## src/rtl/memory_stage_unit_pkg.sv

```systemverilog
// Shared types and constants for the memory stage.
// Optional feature macro: MEM_TIMEOUT_EN (ack watchdog, see mem_beat_ctrl).
package mem_stage_pkg;

    typedef enum logic [0:0] {
        MS_IDLE = 1'b0,
        MS_BUSY = 1'b1
    } ms_state_t;

    localparam int BEATS_VEC  = 4;
    localparam int BEAT_BYTES = 4;
    localparam int BEAT_CNT_W = 2;

    // Byte offset of a beat from the aligned base address.
    function automatic logic [31:0] beat_offset(input logic [BEAT_CNT_W-1:0] b);
        return 32'(b) * 32'(BEAT_BYTES);
    endfunction

endpackage

```

## src/rtl/memory_stage_unit_if.sv

```systemverilog
// Data-memory req/ack bus between the memory stage (master) and memory (slave).
interface memory_stage_unit_if #(
    parameter int ADDR_W = 32,
    parameter int BUS_W  = 32
);
    logic              mem_req;
    logic              mem_we;
    logic [ADDR_W-1:0] mem_addr;
    logic [BUS_W-1:0]  mem_wdata;
    logic [BUS_W-1:0]  mem_rdata;
    logic              mem_ack;

    modport master (
        output mem_req, mem_we, mem_addr, mem_wdata,
        input  mem_rdata, mem_ack
    );

    modport slave (
        input  mem_req, mem_we, mem_addr, mem_wdata,
        output mem_rdata, mem_ack
    );
endinterface

```

## src/rtl/memory_stage_unit_beat_ctrl.sv

```systemverilog
// Access sequencer: IDLE/BUSY FSM, beat counter, beat address generation,
// stall generation and (with MEM_TIMEOUT_EN) the ack watchdog.
module mem_beat_ctrl
    import mem_stage_pkg::*;
#(
    parameter int ADDR_W      = 32,
    parameter int TIMEOUT_CYC = 255
) (
    input  logic                  clk,
    input  logic                  rst,
    input  logic                  mem_op,
    input  logic                  vec,
    input  logic                  ack,
    input  logic [ADDR_W-1:0]     base_addr,
    output logic                  busy,
    output logic [BEAT_CNT_W-1:0] beat,
    output logic                  last_beat,
    output logic                  beat_done,
    output logic                  abort,
    output logic                  stall,
    output logic [ADDR_W-1:0]     addr
`ifdef MEM_TIMEOUT_EN
    ,
    output logic                  err
`endif
);

    if (TIMEOUT_CYC < 1) begin : g_timeout_range
        $error("TIMEOUT_CYC must be at least 1");
    end

    ms_state_t             state_q, state_d;
    logic [BEAT_CNT_W-1:0] beat_q, beat_d;
    logic [ADDR_W-1:0]     base_aligned;
    logic                  finish;

    assign busy         = (state_q == MS_BUSY);
    assign beat         = beat_q;
    assign last_beat    = vec ? (beat_q == BEAT_CNT_W'(BEATS_VEC - 1)) : 1'b1;
    assign beat_done    = busy && ack;
    assign finish       = (beat_done && last_beat) || abort;
    assign base_aligned = {base_addr[ADDR_W-1:2], 2'b00};
    // Address wraps naturally at 2^ADDR_W.
    assign addr         = busy ? (base_aligned + ADDR_W'(beat_offset(beat_q))) : '0;

`ifdef MEM_TIMEOUT_EN
    localparam int WAIT_W = $clog2(TIMEOUT_CYC + 1);

    logic [WAIT_W-1:0] wait_q, wait_d;
    logic              err_q, err_d;

    // Watchdog: counts consecutive ack-less BUSY cycles, aborts on the last allowed one.
    always_comb begin
        abort  = busy && !ack && (wait_q == WAIT_W'(TIMEOUT_CYC - 1));
        wait_d = '0;
        if (busy && !ack && !abort) begin
            wait_d = wait_q + 1'b1;
        end
        err_d  = err_q | abort;
    end

    // Watchdog registers; the error flag is sticky until reset.
    always_ff @(posedge clk or negedge rst) begin
        if (!rst) begin
            wait_q <= '0;
            err_q  <= 1'b0;
        end else begin
            wait_q <= wait_d;
            err_q  <= err_d;
        end
    end

    assign err = err_q;
`else
    assign abort = 1'b0;
`endif

    // State and beat registers.
    always_ff @(posedge clk or negedge rst) begin
        if (!rst) begin
            state_q <= MS_IDLE;
            beat_q  <= '0;
        end else begin
            state_q <= state_d;
            beat_q  <= beat_d;
        end
    end

    // Next state: start on any memory op, return to IDLE on final ack or abort.
    always_comb begin
        state_d = state_q;
        case (state_q)
            MS_IDLE: if (mem_op) state_d = MS_BUSY;
            MS_BUSY: if (finish) state_d = MS_IDLE;
            default: state_d = MS_IDLE;
        endcase
    end

    // Beat counter update and stall; stall releases combinationally on the final ack.
    always_comb begin
        beat_d = beat_q;
        stall  = 1'b0;
        case (state_q)
            MS_IDLE: begin
                beat_d = '0;
                stall  = mem_op;
            end
            MS_BUSY: begin
                stall = !finish;
                if (finish) begin
                    beat_d = '0;
                end else if (beat_done) begin
                    beat_d = beat_q + 1'b1;
                end
            end
            default: begin
                beat_d = '0;
                stall  = 1'b0;
            end
        endcase
        if (!rst) begin
            stall = 1'b0;
        end
    end

endmodule

```

## src/rtl/memory_stage_unit.sv

```systemverilog
// Memory pipeline stage: scalar/vector loads and stores over a 32-bit req/ack
// bus, lane select/assembly, and the stage-3 result registers.
// Optional feature macro: MEM_TIMEOUT_EN adds the mem_err port and ack watchdog.
module memory_stage_unit
    import mem_stage_pkg::*;
#(
    parameter int ADDR_W      = 32,
    parameter int VEC_W       = 128,
    parameter int BUS_W       = 32,
    parameter int REG_W       = 4,
    parameter int TIMEOUT_CYC = 255
) (
    input  logic                clk,
    input  logic                rst,
    input  logic                MemRead2,
    input  logic                MemWrite2,
    input  logic                RegWrite2,
    input  logic                VF2,
    input  logic [REG_W-1:0]    R_V_dest2,
    input  logic [ADDR_W-1:0]   ALURES,
    input  logic [VEC_W-1:0]    ALURES1,
    input  logic [VEC_W-1:0]    R3_V3_2,
    memory_stage_unit_if.master mem,
    output logic                stall,
    output logic                VF3,
    output logic                RegWrite3,
    output logic [REG_W-1:0]    R_V_dest3,
    output logic [VEC_W-1:0]    ResRV
`ifdef MEM_TIMEOUT_EN
    ,
    output logic                mem_err
`endif
);

    if (VEC_W != BEATS_VEC * BUS_W) begin : g_width_check
        $error("VEC_W must equal BEATS_VEC * BUS_W");
    end

    logic                  mem_op, store;
    logic                  busy, last_beat, beat_done, abort, final_ack;
    logic [BEAT_CNT_W-1:0] beat;
    logic [ADDR_W-1:0]     addr;

    logic [BUS_W-1:0]      wlane [BEATS_VEC];
    logic [VEC_W-1:0]      assembled;

    logic [VEC_W-1:0]      buf_q, buf_d;
    logic [VEC_W-1:0]      res_q, res_d;
    logic                  vf_q, vf_d;
    logic                  rw_q, rw_d;
    logic [REG_W-1:0]      dest_q, dest_d;

    // A store wins when both request bits are set.
    assign mem_op    = MemRead2 | MemWrite2;
    assign store     = MemWrite2;
    assign final_ack = beat_done && last_beat;

    mem_beat_ctrl #(
        .ADDR_W      (ADDR_W),
        .TIMEOUT_CYC (TIMEOUT_CYC)
    ) u_ctrl (
        .clk       (clk),
        .rst       (rst),
        .mem_op    (mem_op),
        .vec       (VF2),
        .ack       (mem.mem_ack),
        .base_addr (ALURES),
        .busy      (busy),
        .beat      (beat),
        .last_beat (last_beat),
        .beat_done (beat_done),
        .abort     (abort),
        .stall     (stall),
        .addr      (addr)
`ifdef MEM_TIMEOUT_EN
        ,
        .err       (mem_err)
`endif
    );

    // Per-lane write data slices and load assembly: the lane being acked takes rdata.
    for (genvar gi = 0; gi < BEATS_VEC; gi++) begin : g_lane
        assign wlane[gi] = R3_V3_2[gi*BUS_W +: BUS_W];
        assign assembled[gi*BUS_W +: BUS_W] =
            (beat == BEAT_CNT_W'(gi)) ? mem.mem_rdata : buf_q[gi*BUS_W +: BUS_W];
    end

    assign mem.mem_req   = busy;
    assign mem.mem_we    = busy & store;
    assign mem.mem_addr  = addr;
    assign mem.mem_wdata = busy ? wlane[beat] : '0;

    // Load buffer: cleared when an access starts so scalar loads zero-extend.
    always_comb begin
        buf_d = buf_q;
        if (!busy && mem_op) begin
            buf_d = '0;
        end else if (beat_done && !store) begin
            buf_d = assembled;
        end
    end

    // Stage-3 results: pass-through for ALU ops, load/store result on the final
    // ack, bubble otherwise (ResRV holds).
    always_comb begin
        res_d  = res_q;
        vf_d   = 1'b0;
        rw_d   = 1'b0;
        dest_d = '0;
        if (!busy && !mem_op) begin
            res_d  = ALURES1;
            vf_d   = VF2;
            rw_d   = RegWrite2;
            dest_d = R_V_dest2;
        end else if (final_ack) begin
            res_d  = store ? ALURES1 : assembled;
            vf_d   = VF2;
            rw_d   = RegWrite2 & ~store;
            dest_d = R_V_dest2;
        end
    end

    // Output and buffer registers.
    always_ff @(posedge clk or negedge rst) begin
        if (!rst) begin
            buf_q  <= '0;
            res_q  <= '0;
            vf_q   <= 1'b0;
            rw_q   <= 1'b0;
            dest_q <= '0;
        end else begin
            buf_q  <= buf_d;
            res_q  <= res_d;
            vf_q   <= vf_d;
            rw_q   <= rw_d;
            dest_q <= dest_d;
        end
    end

    assign ResRV     = res_q;
    assign VF3       = vf_q;
    assign RegWrite3 = rw_q;
    assign R_V_dest3 = dest_q;

endmodule

```

## src/flat_wrapper.sv

```systemverilog
// flat-port wrapper written by rule: the top's interface ports become plain ports
module memory_stage_unit_flat import mem_stage_pkg::*;
#(
    parameter int ADDR_W      = 32,
    parameter int VEC_W       = 128,
    parameter int BUS_W       = 32,
    parameter int REG_W       = 4,
    parameter int TIMEOUT_CYC = 255
)
  (clk, rst, MemRead2, MemWrite2, RegWrite2, VF2, R_V_dest2, ALURES, ALURES1, R3_V3_2, stall, VF3, RegWrite3, R_V_dest3, ResRV, mem_mem_req, mem_mem_we, mem_mem_addr, mem_mem_wdata, mem_mem_rdata, mem_mem_ack);
  memory_stage_unit_if #(.ADDR_W(ADDR_W), .BUS_W(BUS_W)) mem_i ();
  input  logic clk;
  input  logic rst;
  input  logic MemRead2;
  input  logic MemWrite2;
  input  logic RegWrite2;
  input  logic VF2;
  input  logic [REG_W-1:0] R_V_dest2;
  input  logic [ADDR_W-1:0] ALURES;
  input  logic [VEC_W-1:0] ALURES1;
  input  logic [VEC_W-1:0] R3_V3_2;
  output logic stall;
  output logic VF3;
  output logic RegWrite3;
  output logic [REG_W-1:0] R_V_dest3;
  output logic [VEC_W-1:0] ResRV;
  output wire logic [$bits(mem_i.mem_req)-1:0] mem_mem_req;
  output wire logic [$bits(mem_i.mem_we)-1:0] mem_mem_we;
  output wire logic [$bits(mem_i.mem_addr)-1:0] mem_mem_addr;
  output wire logic [$bits(mem_i.mem_wdata)-1:0] mem_mem_wdata;
  input wire logic [$bits(mem_i.mem_rdata)-1:0] mem_mem_rdata;
  input wire logic [$bits(mem_i.mem_ack)-1:0] mem_mem_ack;
  assign mem_mem_req = mem_i.mem_req;
  assign mem_mem_we = mem_i.mem_we;
  assign mem_mem_addr = mem_i.mem_addr;
  assign mem_mem_wdata = mem_i.mem_wdata;
  assign mem_i.mem_rdata = mem_mem_rdata;
  assign mem_i.mem_ack = mem_mem_ack;
  memory_stage_unit #(.ADDR_W(ADDR_W), .VEC_W(VEC_W), .BUS_W(BUS_W), .REG_W(REG_W), .TIMEOUT_CYC(TIMEOUT_CYC)) u_core (.clk(clk), .rst(rst), .MemRead2(MemRead2), .MemWrite2(MemWrite2), .RegWrite2(RegWrite2), .VF2(VF2), .R_V_dest2(R_V_dest2), .ALURES(ALURES), .ALURES1(ALURES1), .R3_V3_2(R3_V3_2), .mem(mem_i), .stall(stall), .VF3(VF3), .RegWrite3(RegWrite3), .R_V_dest3(R_V_dest3), .ResRV(ResRV));
endmodule
```

## config.mk

```make
export PLATFORM = sky130hd
export DESIGN_NAME = memory_stage_unit_flat
export DESIGN_NICKNAME = d
export VERILOG_FILES = /design/src/rtl/memory_stage_unit_pkg.sv /design/src/rtl/memory_stage_unit_if.sv /design/src/rtl/memory_stage_unit_beat_ctrl.sv /design/src/rtl/memory_stage_unit.sv /design/src/flat_wrapper.sv
export SDC_FILE = /design/constraint.sdc
export NUM_CORES = 1
export LEC_CHECK = 0
export BUFFER_PORTS_ARGS = -buffer_cell sky130_fd_sc_hd__buf_2
export CAP_MARGIN = 20
export CORE_AREA = 2 2 205 207
export DETAILED_ROUTE_END_ITERATION = 16
export DIE_AREA = 0 0 207 209
export SYNTH_ARGS = -nofsm -noshare
export SYNTH_HDL_FRONTEND = slang
export SYNTH_SLANG_ARGS = --single-unit
```

## constraint.sdc

```tcl
create_clock -name clk -period 5.2 [get_ports clk]
set_input_delay 0.78 -clock clk [delete_from_list [all_inputs] [get_ports clk]]
set_output_delay 0.78 -clock clk [all_outputs]
set_load 0.01 [all_outputs]
```

==> summary.md, run 1 <==
| Metric | Value |
|---|---|
| CTS tree | done |
| ANT nets after route | 0 |
| VDD IR-drop max | 0.225 mV |
| Worst-margin pin slew | 1.52 ns |
| Max clock buf depth | 3 |
| Clock slew at reported path FFs | 0.06 ns |
| Top FF cell, synth | dfrtp_1 |
| CP Class | flip-flop to output port |
| Grt total ovfl | 0 |
| Cell Chain, Critical Path | fa_1 > nand4_1 > or3_1 > or4_1 > a21oi_1 > buf_2 |
| CP max stage delay | 0.95 ns |
| Total Wirelength | 53.1 mm |
| Max cap viols | 0 |
| Synth Register Bits | 265 |
| Place WS | between 1 and 1.5 ns |
| Die X | 207 um |
| Final worst clock skew | 0.00617 ns |
| Post-route clock period utilization | 0.848 |
| Setup TNS | 0 ns |
| Bufs and invs on worst path | 1 |
| Syn Area/Cell | 9.10 sq um |
| Final nets | 2288 |
| Vias | 12600 |
| Final instance area | around 18000 sq um |
| Hold_buf cts | 0 |
| Fin. Hold Viols | 0 |
| Top layer reached by signal wires | met5 |
| Crit path max fanout | 38 |
| HP Class | primary input to async pin |
| Buffers on Ports | 527 |
| Number of synthesized flops with an enable pin | 0 |
| Largest net degree at the start of global routing | roughly 260 |
| Die Y | 209 um |
| Post-CTS Resized | 0 |
| Placeable Area | 41300 sq um |
| Vias in the first global route | 12600 |
| CP required | between 4 and 5 ns |
| CP delay by family, top | simple AND/OR/NAND/NOR gates |
| Unrepaired setup endpoints after global routing | false |
| Initial Util | 0.330 |
| Max Clk Rate | around 0.23 GHz |
| Relative slew margins | -0.0162 |
| Mapped cell area | between 10000 and 15000 sq um |
| Clock H-tree levels | 1 |
| Violated checks | max-slew violations |
| Routability cong. | 0.988 |
| Synth Warn # | 0 |
| Synth unique cells | 37 |
| Post-synth top area share | 0.486 |
| Area contributors post-synth | dfrtp_1 (49%), o21ai_0 (14%), nand2_1 (11%), mux2i_1 (9.5%), mux4_2 (5.3%) |
| Register area | 6630 sq um |
| Post-DP HPWL | roughly 39 mm |
| First DRT Iteration DRCs | 899 |
| CTS root buf | clkbuf_16 |
| WL met2 | 26.3 mm |
| # IOs | approximately 530 |
| All-Layer GR Usage | 0.238 |
| Finish-stage setup viols | 0 |
| Layout cells sized above 1 | 0.322 |
| Post-CTS Setup Inserts | 0 |
| Die area | 43300 sq um |
| Critical path's slowest cell | dfrtp_2 |
| Met3 routed WL | 3.47 mm |
| Antenna violations before repair | 20 |
| Register area share after synthesis | 0.486 |
| Outcome | finished with violations |
| Crit start category | flip-flop |
| Per-cell routed wire length | between 20 and 25 um |
| Layout area overhead | 29.8% |
| TritonRoute pass-1 iters | 5 |
| CTS buffer count | 30 |
| Met1 WL | 20.4 mm |
| Sink Count | 265 |
| Filler cell count | 4209 |
| Rows | 75 |
| Multi-input gate area | 6540 sq um |
| Mapped Cells | 1498 |
| PwrDens | 362 nW/um^2 |
| WP data arrival | 3.63 ns |
| Dpl cell area | approximately 17000 sq um |
| Worst-Skew Late Latency | 0.56 ns |
| FFs w/ async S/R, synth | 1.00 |
| Pleak | ~8.5 nW |
| CP endpoint kind | output port |
| Via-per-instance ratio | approximately 5 |
| Slew Viols, Final | between 80 and 90 |
| PnR worst setup slack | slightly below 0.8 ns |
| Min cycle time layout | 4.41 ns |
| First-pass GRT wire length | 78.9 mm |
| Drt drc | 0 |
| Synth area leader | dfrtp_1 |
-- cell usage after synthesis (2+ instances only) --
| library cell | count |
|---|---|
| or4_1 | 9 |
| nor3_1 | 5 |
| xnor2_1 | 10 |
| clkbuf_1 | 97 |
| nand2b_1 | 3 |
| buf_2 | 11 |
| and2_1 | 36 |
| mux4_2 | 32 |
| nand4_2 | 2 |
| ha_1 | 6 |
| a21oi_1 | 15 |
| nand3_1 | 9 |
| inv_1 | 7 |
| nor4_1 | 4 |
| xor2_1 | 3 |
| and4_1 | 2 |
| buf_1 | 11 |
| or3_1 | 7 |
| nand2_1 | 398 |
| nor2b_1 | 7 |
| dfrtp_1 | 265 |
| o21ai_0 | 390 |
| mux2i_1 | 130 |
| nand4_1 | 4 |
| buf_4 | 3 |
| nor2_1 | 15 |
| o31ai_1 | 7 |
-- final cells by class --
cell class	instances	area share
diodes	11	0.00156
well taps	539	0.0381
repair buffers	541	0.158
flip-flops and latches	265	0.375
clock buffers	40	0.0480
clock inverters	15	0.00778
inverters	7	0.00149
multi-input cells	1105	0.370
-- layout by cell type (no fill, tap or decap), drive strengths merged, types with 2 or more instances in the layout --
master / count
a21oi: 15
and2: 36
and4: 2
buf: 541
bufinv: 2
clkbuf: 40
clkinv: 9
clkinvlp: 2
conb: 2
dfrtp: 265
diode: 11
ha: 6
inv: 9
mux2i: 130
mux4: 32
nand2: 398
nand2b: 3
nand3: 9
nand4: 6
nor2: 15
nor2b: 7
nor3: 5
nor4: 4
o21ai: 390
o31ai: 7
or3: 7
or4: 9
xnor2: 10
xor2: 3
-- worst paths after layout --
check	from	to	slack [ns]	depth (start not counted)
hold reg to reg	u_core.ResRV[13]$_DFFE_PN0P_	u_core.ResRV[13]$_DFFE_PN0P_	0.47	2
setup / recovery	u_core.u_ctrl.beat[1]$_DFFE_PN0P_	mem_mem_addr[26]	0.79	6
hold / removal	rst	u_core.buf_q[112]$_DFFE_PN0P_	0.17	1
setup reg to reg	u_core.u_ctrl.beat[1]$_DFFE_PN0P_	u_core.ResRV[103]$_DFFE_PN0P_	1.71	6
max in group asynchronous	rst	u_core.ResRV[109]$_DFFE_PN0P_	3.80	2
min in group clk	R_V_dest2[1]	u_core.R_V_dest3[1]$_DFF_PN0_	0.45	2
-- cells by family after synthesis --
logic type | synth area share
and+or+nand+nor | 0.157
AOI/OAI and AO/OA | 0.154
DFF | 0.486
muxes | 0.149
buffers and inverters | 0.0374
xor gates and xnor gates | 0.00835
adders and majority gates | 0.00698
other | 0.000275
-- sequential cells by signal, summed over array words and instances (netlist names) --
name                flops
u_core.u_ctrl.beat      2
u_core.R_V_dest3        4
u_core.buf_q          128
u_core.VF3              1
u_core.RegWrite3        1
u_core.ResRV          128
u_core.u_ctrl.busy      1
-- layer usage --
| layer | track usage | vias up |
|---|---|---|
| li1 | - | 6050 |
| met1 | 0.274 | 5975 |
| met5 | 0 | - |
| met4 | 0.120 | 16 |
| met3 | 0.0603 | 108 |
| met2 | 0.409 | 428 |
-- power by group --
group	internal (W)	total (W)	switching, W	leakage (nW)
Clock	0.00125	0.00212	0.000879	0.490
Sequential	0.00242	0.00261	0.000194	3.46
Combinational	0.000662	0.00167	0.00101	4.57
Total	0.00432	0.00640	0.00208	8.52
-- per-stage QoR --
stage	hold slack, ns	power, W	cells	util
2_1_floorplan	0.449	0.00351	1499	-
4_1_cts	0.164	0.00649	2512	0.428
3_5_place_dp	0.465	0.00434	2457	0.404
6_report	0.169	0.00640	2523	0.428
3_3_place_gp	0.458	0.00430	2457	0.404
5_1_grt	0.184	0.00677	2521	0.428
No activity file was read; power rests on OpenSTA's default activity.
==> inputs of run 2 (changes only) <==
Clock period 5.2 ns to 3.9 ns, I/O delays scaled along.
==> run 2 against run 1 <==
Effect of this change: the run now ends clean; global-route usage rose by 0.15 points; worst hold slack improved by 0.075 ns; cell count rose by 0.24%; die area did not move; total power rose by 30%; utilization barely moved; via count rose by 1.1%; clock power rose by 22%; non-clock buffer count rose by 8; wire length rose by 0.24%; sequential power rose by 33%; critical path type unchanged; critical endpoint unchanged.
==> summary.md, run 2 (synthesis results as in run 1) <==
| Metric | Value |
|---|---|
| Outcome | finished, final reports clean |
| Bufs and invs on worst path | 1 |
| TritonRoute pass-1 iters | 5 |
| Die X | 207 um |
| Initial Util | 0.330 |
| All-Layer GR Usage | 0.239 |
| Unrepaired setup endpoints after global routing | false |
| Die Y | 209 um |
| CTS tree | done |
| Rows | 75 |
| Placeable Area | 41300 sq um |
| Antenna violations before repair | 24 |
| CP endpoint kind | output port |
| Grt total ovfl | 0 |
| Total Wirelength | ~53 mm |
| Net switching fraction of the power | 0.326 |
| Max clock buf depth | 3 |
| Worst-Skew Late Latency | 0.56 ns |
| CTS root buf | clkbuf_16 |
| Critical path's slowest cell | or3_1 |
| CP delay by family, top | simple AND/OR/NAND/NOR gates |
| Cell Chain, Critical Path | ha_1 > fa_1 > nand4_1 > or3_1 > or4_1 > a21oi_1 > buf_2 |
| Fin cells | 2529 |
| Register area | 6630 sq um |
| Most frequent cells in the layout | buf_2 (526), nand2_1 (398), o21ai_0 (390) |
| Relative slew margins | 0.356 |
| Clock H-tree levels | 1 |
| Combinational power share | 0.271 |
| Finish-stage setup viols | 0 |
| Placed insts | 2464 |
| Final nets | around 2300 |
| Crit start category | flip-flop |
| Worst-margin pin slew | 0.966 ns |
| Pleak | 8.50 nW |
| Drt drc | 0 |
| # IOs | 532 |
| Multi-input gate area | 6540 sq um |
| ANT nets after route | 0 |
| Layout area overhead | 29.7% |
| VDD IR-drop max | 0.316 mV |
| Internal | 0.00561 W |
| CP max stage delay | approximately 0.56 ns |
| Post-CTS Setup Inserts | 0 |
| HP Class | primary input to flip-flop |
| Clock power frac | 0.312 |
| PwrDens | 470 nW/um^2 |
| Vias in the first global route | 12800 |
| CTS buffer count | 30 |
| Crit path max fanout | 8 |
| Switching power | 0.00271 W |
| WP data arrival | between 3 and 4 ns |
| Via-per-instance ratio | 5.03 |
| Post-route clock period utilization | 0.934 |
| Fin. Hold Viols | 0 |
| Layout cells sized above 1 | 0.320 |
| First DRT Iteration DRCs | 813 |
| Setup TNS | 0 ns |
| CP required | ~3.3 ns |
| Routability cong. | 0.964 |
| Sink Count | 265 |
| Buffers on Ports | ~530 |
| CP Class | flip-flop to output port |
| Min cycle time layout | 3.64 ns |
| Vias | ~13000 |
| Share of power burned in registers | 0.417 |
| Die area | 43300 sq um |
| Slew Viols, Final | 0 |
| Final worst clock skew | 0.0199 ns |
| Filler cell count | 4238 |
| Most common cell after layout, fill and taps aside | buf_2 |
| Post-DP HPWL | 39.9 mm |
| Max Clk Rate | 0.275 GHz |
| Max cap viols | 0 |
| Largest net degree at the start of global routing | around 240 |
| Clock slew at reported path FFs | approximately 0.060 ns |
| First-pass GRT wire length | ~80 mm |
| Per-cell routed wire length | 21.0 um |
[run 2: changes by cell type in the layout (fill, tap and decap cells not counted), sizes merged, moves of 2 or more]
cell / previous run / this run
buf: 541 / 548
clkinv: 9 / 2
diode: 11 / 16
clkbuf: 40 / 44
bufinv: 2 / 0
inv: 9 / 7
[run 2: stage by stage]
step                hold slack (ns)  setup slack (ns)   util  total power (W)  cell area (sq um)
global placement              0.458             0.527  0.406          0.00575              16800
detailed placement            0.465             0.526  0.406          0.00581              16800
finish                        0.244             0.258  0.428          0.00832              17700
CTS                           0.214             0.246  0.427          0.00844              17600
global route                  0.242            0.0788  0.428          0.00882              17700
floorplan                     0.289             0.904      -          0.00468              13600
[run 2: worst paths after layout]
check / start / end / slack (ns) / cells past startpoint
setup reg to reg: u_core.u_ctrl.beat[0]$_DFFE_PN0P_ / u_core.ResRV[35]$_DFFE_PN0P_ / 1.17 / 6
setup / recovery: u_core.u_ctrl.beat[0]$_DFFE_PN0P_ / mem_mem_addr[26] / 0.26 / 7
min in group asynchronous: rst / u_core.ResRV[112]$_DFFE_PN0P_ / 0.58 / 2
hold reg to reg: u_core.ResRV[65]$_DFFE_PN0P_ / u_core.ResRV[65]$_DFFE_PN0P_ / 0.47 / 2
hold / removal: R_V_dest2[3] / u_core.R_V_dest3[3]$_DFF_PN0_ / 0.24 / 2
max in group asynchronous: rst / u_core.ResRV[81]$_DFFE_PN0P_ / 2.00 / 3
[run 2: timing repair]
item | CTS | global route
gates resized for setup | 0 | 0
hold buffers | 1 | 0
endpoints found under the hold margin | 60 | 0
[run 2: power groups by stage]
| stage | sequential, W | combinational, W | clock, W |
|---|---|---|---|
| 4_1_cts | 0.00347 | 0.00230 | 0.00267 |
| 2_1_floorplan | 0.00364 | 0.00104 | 0 |
| 3_5_place_dp | 0.00351 | 0.00229 | 0 |
| 3_3_place_gp | 0.00349 | 0.00226 | 0 |
| 5_1_grt | 0.00353 | 0.00250 | 0.00280 |
| 6_report | 0.00347 | 0.00225 | 0.00259 |
[run 2: layer usage]
metal	wire, um	share of wire	vias up	global-route usage
li1	-	-	6075	-
met1	20300	0.38	6047	0.275
met2	26500	0.50	464	0.409
met3	3600	0.068	114	0.0586
met4	2740	0.051	12	0.132
met5	90	0.0017	-	0
[run 2: area by class of cell]
type	count	area share
diodes	16	0.00226
inverters	7	0.00149
clock buffers	44	0.0483
clock inverters	4	0.00142
flip-flops and latches	265	0.375
well taps	539	0.0381
repair buffers	549	0.163
multi-input cells	1105	0.370
==> inputs of run 3 (changes only) <==
--- a/config.mk
+++ b/config.mk
@@ -11,4 +11,5 @@
 export DETAILED_ROUTE_END_ITERATION = 16
 export DIE_AREA = 0 0 207 209
+export PLACE_DENSITY = 0.65
 export SYNTH_ARGS = -nofsm -noshare
 export SYNTH_HDL_FRONTEND = slang
==> constraint.sdc (replaced) <==
create_clock -name clk -period 3.9 [get_ports clk]
set_input_delay 0.78 -clock clk [delete_from_list [all_inputs] [get_ports clk]]
set_output_delay 0.78 -clock clk [all_outputs]
set_load 0.01 [all_outputs]
==> run 3 against run 2 <==
Effect of this change: worst hold slack got worse by 0.099 ns; critical endpoint is now mem_mem_addr[24]; wire length fell by 0.69%; sequential cell count did not move; critical path depth did not move; fmax fell by 3.0%; clock skew fell by 0.013 ns; sequential share of layout area fell by 0.41 points; cell count barely moved.
==> summary.md, run 3 (synthesis results as in run 1) <==
| Metric | Value |
|---|---|
| Outcome | finished, final reports clean |
| Post-CTS Setup Inserts | 0 |
| CP max stage delay | 0.56 ns |
| First DRT Iteration DRCs | 860 |
| Post-DP HPWL | 39.3 mm |
| Post-CTS Resized | 0 |
| Antenna violations before repair | 18 |
| Drt drc | 0 |
| Crit path max fanout | 8 |
| Routability cong. | 0.947 |
| Sink Count | around 270 |
| Finish-stage setup viols | 0 |
| Most common cell after layout, fill and taps aside | buf_2 |
| CP Depth | 7 |
| WP data arrival | roughly 3.0 ns |
| Worst-margin pin slew | 1.04 ns |
| ANT nets after route | 0 |
| Cell Chain, Critical Path | ha_1 > fa_1 > nand4_1 > or3_1 > or4_1 > a21oi_1 > buf_2 |
| Max clock buf depth | 3 |
| Multi-input gate area | 6540 sq um |
| Dpl cell area | 16800 sq um |
| PwrDens | 489 nW/um^2 |
| Most frequent cells in the layout | buf_2 (526), nand2_1 (398), o21ai_0 (390) |
| Final worst clock skew | 0.00683 ns |
| Crit start category | flip-flop |
| Setup TNS | 0 ns |
| Buffers on Ports | 527 |
| Layout area overhead | 31.1% |
| Fin. Hold Viols | 0 |
| Slew Viols, Final | 0 |
| Die Y | 209 um |
| Min cycle time layout | 3.76 ns |
| # IOs | 532 |
| Core Util, Final | 0.433 |
| Final instance area | 17900 sq um |
| Die area | about 43000 sq um |
| TritonRoute pass-1 iters | 5 |
| Unrepaired setup endpoints after global routing | false |
| CP endpoint kind | output port |
| CTS buffer count | 30 |
| Total Wirelength | between 50 and 60 mm |
| Final nets | roughly 2300 |
| HP Class | primary input to async pin |
| Layout cells sized above 1 | 0.327 |
| All-Layer GR Usage | 0.236 |
| Relative slew margins | 0.310 |
| Bufs and invs on worst path | 1 |
| Die X | 207 um |
| Per-cell routed wire length | about 21 um |
| CP delay by family, top | simple AND/OR/NAND/NOR gates |
| Hold_buf cts | 0 |
| Via-per-instance ratio | between 5 and 6 |
| CTS root buf | clkbuf_16 |
| Rows | 75 |
| Vias | 12800 |
| Register area | 6630 sq um |
| Max Clk Rate | 0.266 GHz |
| Clock H-tree levels | 1 |
| Critical path's slowest cell | or4_1 |
| Clock slew at reported path FFs | 0.06 ns |
| CP Class | flip-flop to output port |
| VDD IR-drop max | 0.340 mV |
| Post-route clock period utilization | 0.963 |
| Reg2reg path depth | 6 |
| Max cap viols | 0 |
| Filler cell count | 4154 |
| CTS tree | done |
| Grt total ovfl | 0 |
| Vias in the first global route | 12700 |
| CP required | 3.12 ns |
| Pleak | around 8.6 nW |
| First-pass GRT wire length | 78.4 mm |
| Initial Util | 0.330 |
| Largest net degree at the start of global routing | 264 |
| Placeable Area | 41300 sq um |
| Worst-Skew Late Latency | 0.55 ns |
==> run 3: cell types whose count changed in the layout (fill, tap and decap cells not counted) <==
cell / before / now
diode_2: 16 / 7
clkbuf_1: 10 / 2
clkinv_2: 2 / 8
bufinv_16: 0 / 4
clkbuf_8: 3 / 7
buf_4: 15 / 18
buf_12: 6 / 7
clkinv_4: 0 / 1
dfrtp_1: 263 / 264
dfrtp_2: 2 / 1
dlygate4sd3_1: 1 / 0
==> run 3: worst reg2reg max path: cells and delay by family, from the launching register on <==
family | cells | cell delay [ns]
adder cells (fa/ha/maj) | 1 | 0.33
AO/OA/AOI/OAI | 2 | 0.71
buffers and inverters | 2 | 0.96
flip-flops | 1 | 0.40
AND/OR/NAND/NOR | 1 | 0.29
==> run 3: where the power goes <==
part	internal, W	switching [W]
clock	0.00184	0.00118
sequential	0.00322	0.000250
combinational	0.000896	0.00136
==> run 3: worst paths after layout <==
path	from	endpoint	slack, ns
max	u_core.u_ctrl.beat[0]$_DFFE_PN0P_	mem_mem_addr[24]	0.14
min	rst	u_core.buf_q[116]$_DFFE_PN0P_	0.15
max reg2reg	u_core.u_ctrl.beat[0]$_DFFE_PN0P_	u_core.ResRV[15]$_DFFE_PN0P_	1.03
min reg2reg	u_core.ResRV[35]$_DFFE_PN0P_	u_core.ResRV[35]$_DFFE_PN0P_	0.47
max in group asynchronous	rst	u_core.buf_q[30]$_DFFE_PN0P_	2.50
min in group clk	R_V_dest2[1]	u_core.R_V_dest3[1]$_DFF_PN0_	0.45
==> run 3: stage by stage <==
stage	hold slack (ns)	cells	setup slack, ns	power (W)
floorplan	0.449	1499	0.514	0.00468
global placement	0.458	2468	0.272	0.00574
detailed placement	0.465	2468	0.228	0.00580
CTS	0.141	2523	0.140	0.00884
global route	0.153	2529	0.0712	0.00922
finish	0.145	2530	0.144	0.00874
==> run 3: final cells by class <==
type                            count  area share
Sequential cell                   265       0.371
Clock buffer                       40      0.0492
Timing Repair Buffer              552       0.164
Inverter                            7     0.00147
Clock inverter                     15      0.0103
Antenna cell                        7    0.000980
Tap cell                          539      0.0377
Multi-Input combinational cell   1105       0.366
==> run 3: layer usage <==
layer	vias to the layer above	share of wire	track usage
met5	-	0.00059	0
met4	4	0.040	0.0830
met3	104	0.058	0.0466
met2	464	0.52	0.434
met1	6184	0.38	0.271
li1	6080	-	-
